<file path="src/rtl/burst_line_adapter.sv">
// Cache-line <-> memory-burst adapter: one line moves as s_line/s_burst beats.
// Optional BURST_LINE_ADAPTER_POSTED_WRITE_EN acknowledges writes once latched.
module burst_line_adapter #(
    parameter int s_line  = 256,
    parameter int s_burst = 64
) (
    input  logic               clk,
    input  logic               rst,
    input  logic               line_read,
    input  logic               line_write,
    input  logic [31:0]        line_address,
    input  logic [s_line-1:0]  line_wdata,
    output logic [s_line-1:0]  line_rdata,
    output logic               line_resp,
    output logic               burst_read,
    output logic               burst_write,
    output logic [31:0]        burst_address,
    output logic [s_burst-1:0] burst_wdata,
    input  logic [s_burst-1:0] burst_rdata,
    input  logic               burst_resp
);

    localparam int n_beats = s_line / s_burst;
    localparam int cw      = $clog2(n_beats);
    localparam logic [31:0] line_mask = ~32'(s_line / 8 - 1);
    localparam logic [cw-1:0] last_beat = cw'(n_beats - 1);

    typedef enum logic [2:0] {
        IDLE,
        RD_BURST,
        RD_DONE,
        WR_BURST,
        WR_DONE
    } state_t;

    state_t            state;
    logic [cw-1:0]     beat;
    logic [31:0]       addr_q;
    logic [s_line-1:0] wdata_q;

    assign burst_address = addr_q;
    assign burst_wdata   = wdata_q[beat*s_burst +: s_burst];

    always_ff @(posedge clk or negedge rst) begin
        if (!rst) begin
            state       <= IDLE;
            beat        <= '0;
            addr_q      <= '0;
            wdata_q     <= '0;
            line_rdata  <= '0;
            line_resp   <= 1'b0;
            burst_read  <= 1'b0;
            burst_write <= 1'b0;
        end else begin
            line_resp <= 1'b0;
            unique case (state)
                IDLE: begin
                    // Write wins so a dirty victim leaves before the fill.
                    if (line_write) begin
                        addr_q      <= line_address & line_mask;
                        wdata_q     <= line_wdata;
                        beat        <= '0;
                        burst_write <= 1'b1;
                        state       <= WR_BURST;
`ifdef BURST_LINE_ADAPTER_POSTED_WRITE_EN
                        line_resp   <= 1'b1;
`endif
                    end else if (line_read) begin
                        addr_q     <= line_address & line_mask;
                        beat       <= '0;
                        burst_read <= 1'b1;
                        state      <= RD_BURST;
                    end
                end
                RD_BURST: begin
                    if (burst_resp) begin
                        line_rdata[beat*s_burst +: s_burst] <= burst_rdata;
                        beat <= beat + 1'b1;
                        if (beat == last_beat) begin
                            burst_read <= 1'b0;
                            line_resp  <= 1'b1;
                            state      <= RD_DONE;
                        end
                    end
                end
                RD_DONE: state <= IDLE;
                WR_BURST: begin
                    if (burst_resp) begin
                        beat <= beat + 1'b1;
                        if (beat == last_beat) begin
                            burst_write <= 1'b0;
                            state       <= WR_DONE;
`ifndef BURST_LINE_ADAPTER_POSTED_WRITE_EN
                            line_resp   <= 1'b1;
`endif
                        end
                    end
                end
                WR_DONE: state <= IDLE;
                default: state <= IDLE;
            endcase
        end
    end

endmodule

</file>
<file path="config.mk">
export PLATFORM = sky130hd
export DESIGN_NAME = burst_line_adapter
export DESIGN_NICKNAME = d
export VERILOG_FILES = /design/src/rtl/burst_line_adapter.sv
export SDC_FILE = /design/constraint.sdc
export NUM_CORES = 1
export LEC_CHECK = 0
export CORE_AREA = 2 2 276 278
export CTS_CLUSTER_DIAMETER = 100
export DETAILED_ROUTE_END_ITERATION = 10
export DIE_AREA = 0 0 278 280
export PLACE_DENSITY = 0.6
export SLEW_MARGIN = 20
export SYNTH_ARGS = -nofsm -noshare
export SYNTH_HDL_FRONTEND = slang
export SYNTH_SLANG_ARGS = --single-unit
</file>
<file path="constraint.sdc">
create_clock -name clk -period 5.5 [get_ports clk]
set_clock_uncertainty 0.1 [all_clocks]
set_input_delay 0.825 -clock clk [delete_from_list [all_inputs] [get_ports clk]]
set_output_delay 0.825 -clock clk [all_outputs]
set_load 0.05 [all_outputs]
</file>
==> run summary <==
Max Cap Viol -> 0
Place WS -> 1688 ps
Hold Path Class -> in -> async
setup TNS -> 0 ps
vias in the first global route -> 18310
register area -> 13700 um2
WP data required -> 4580 ps
top cells by count, synth -> 547 x dfrtp_1, 239 x inv_1, 229 x mux2_1, 172 x nand4_1, 146 x o21ai_0
setup ws final -> 1136 ps
Die ar. -> 77840 um2
GPL Wtd Cong -> 0.8473
GRT overflow -> 0
number of enable flip-flop cells after synthesis -> 0
Routed WL -> 77.42 mm
Setup CP Type -> reg -> out
post-CTS sizing -> 0
ys flop type -> dfrtp_1
drt pass-1 iters -> 4
Synth warnings -> 0
Setup violations, final -> 0
fmax -> 0.2291 GHz
leakage -> 13.59 nW
Slew Viols, Final -> 0
Synth Register Bits -> 547
most frequent cell after synthesis -> dfrtp_1
Net count, final -> 2847
Final Hold Slack -> 184.5 ps
Synth area leader -> dfrtp_1
CTS Hold Bufs -> 0
routed via count -> 17410
Die X -> 278 um
crit end category -> primary output
status -> finished clean
Slew headroom -> 18.89%
Port Buf Inserts -> 701
Multi-input gate area -> 8193 um2
Worst-path clk slew -> 60 ps
Initial DRC Count -> 1228
ys async rst share -> 100.0%
CTS Buf Count -> 61
CP Data Arrival Time -> 3440 ps
fin crit period -> 4364 ps
worst reg2reg setup slack -> 1880 ps
first-pass GRT wire length -> 116.3 mm
ratio of cells with drive above 1 in the final layout -> 11.03%
CTS tree -> built
Top Ports -> 712
Total Routing Usage GR -> 19.34%
Post-CTS Repair Setup Buffers -> 0
CTS Root Cell -> clkbuf_16
post-route ant nets -> 0
number of remaining DRC errors -> 0
count of unique library cells instantiated by Yosys -> 39
DPL Wire Length -> 53.38 mm
syn_area_per_cell -> 12.80 um2
core footprint -> 75190 um2
share of the synthesized area in the top cell type -> 58.16%
Critical Path Source Type -> flip-flop
PwrDens -> 683.2 nW/um2
total power -> 22.78 mW
clock latency on the worst-skew pair -> 600 ps
initial antenna violation count -> 13
peak supply drop -> 0.0004133 V
worst path cell trace -> buf_4, mux4_2, clkdlybuf4s50_1
DR WL/cell -> 22.03 um
fin crit share -> 79.35%
slowest CP cell -> dfrtp_4
synthesized area -> 23540 um2
largest net degree at the start of global routing -> 193
Seq/Total Area, Yosys -> 58.16%
final hold vios -> 0
cells after synthesis -> 1839
Area Overhead vs Synth -> 41.69%
row count -> 101
Initial Utilization -> 31.30%
die span in y -> 280 um
max incr delay on CP -> 890 ps
top cells by area, synth -> dfrtp_1 58%, mux2_1 11%, mux4_2 6.1%, nand4_1 4.6%, inv_1 3.8%
Crit Path Max Fanout -> 35
Worst Tran Pin Value -> 1217 ps
Via density -> 4.955
clk sink count -> 547
H-Tree Level Count -> 2
Longest Clk Path Bufs -> 3
RSZ-0062 raised after global routing -> false
Fillers -> 6848
==> registers in the layout, summed over array words and instances, names as in the netlist <==
name           count
beat               2
wdata_q          256
line_rdata       256
burst_write        1
burst_address     27
burst_read         1
line_resp          1
state              3
==> worst paths after layout <==
| check | startpoint | endpoint | cells past startpoint |
|---|---|---|---|
| worst max-delay path | beat[0] | burst_wdata[40] | 3 |
| worst min-delay path | rst | wdata_q[88] | 1 |
| worst max register to register | beat[0] | line_rdata[148] | 5 |
| worst min register to register | wdata_q[226] | wdata_q[226] | 1 |
| max in group asynchronous | rst | wdata_q[244] | 2 |
| min in group clk | wdata_q[226] | wdata_q[226] | 1 |
==> critical path, delay by kind of cell, from the launching register on <==
family                 cells  cell delay [ps]
buffers and inverters      2             1330
flip-flops                 1              890
multiplexers               1              570
==> cell usage in the layout, fill, tap and decap left out, types with 26 or more instances in the layout <==
cell               n
clkbuf_16         61
nand4_1          172
mux2_1           229
dfrtp_1          545
inv_1            239
o21ai_1           26
mux4_2            64
mux2i_1           64
o21ai_0          146
nand2_1           69
clkdlybuf4s50_1  700
mux2_2            54
==> stage by stage <==
stage                     util [%]  area (um2)  cells
after floorplan                  -       23550   1843
final                        44.35       33350   3514
after CTS                    44.29       33300   3507
after global routing         44.33       33340   3510
after global placement       41.66       31320   3398
after detailed placement     41.66       31320   3398
==> power breakdown <==
part | leakage (nW) | total (mW) | switching (mW) | internal, mW
Combinational | 5.75 | 11.9 | 7.56 | 4.29
Sequential | 6.85 | 6.88 | 1.08 | 5.80
Clock | 0.980 | 4.04 | 1.67 | 2.37
==> area by class of cell <==
cell class	instances	share of cell area [%]
clock inverters	15	0.4540
well taps	978	3.670
multi-input cells	906	24.57
clock buffers	94	5.489
repair buffers	729	22.01
diodes	6	0.04503
flip-flops and latches	547	41.07
inverters	239	2.690
==> cell families (layout without fill, tap and decap cells) <==
kind of cell	count (synthesis)	count (layout)	synth area share (%)
and+or+nand+nor	264	264	6.491
other	1	11	0.01593
AOI/OAI and AO/OA	220	220	5.279
buffers and inverters	390	1077	7.347
muxes	411	411	22.39
DFF	547	547	58.16
adders and majority gates	6	6	0.3190
==> layer usage <==
layer  wire length, um  vias to the layer above  share of wire (%)  track usage, %
li1                  -                     7700                  -               -
met1             30400                     8881                 39           23.32
met2             37970                      688                 49           32.77
met3              7363                      122                9.5           7.178
met4              1538                       20                2.0           4.685
met5               135                        -               0.17               0
Power figures use the tool's default switching activity.
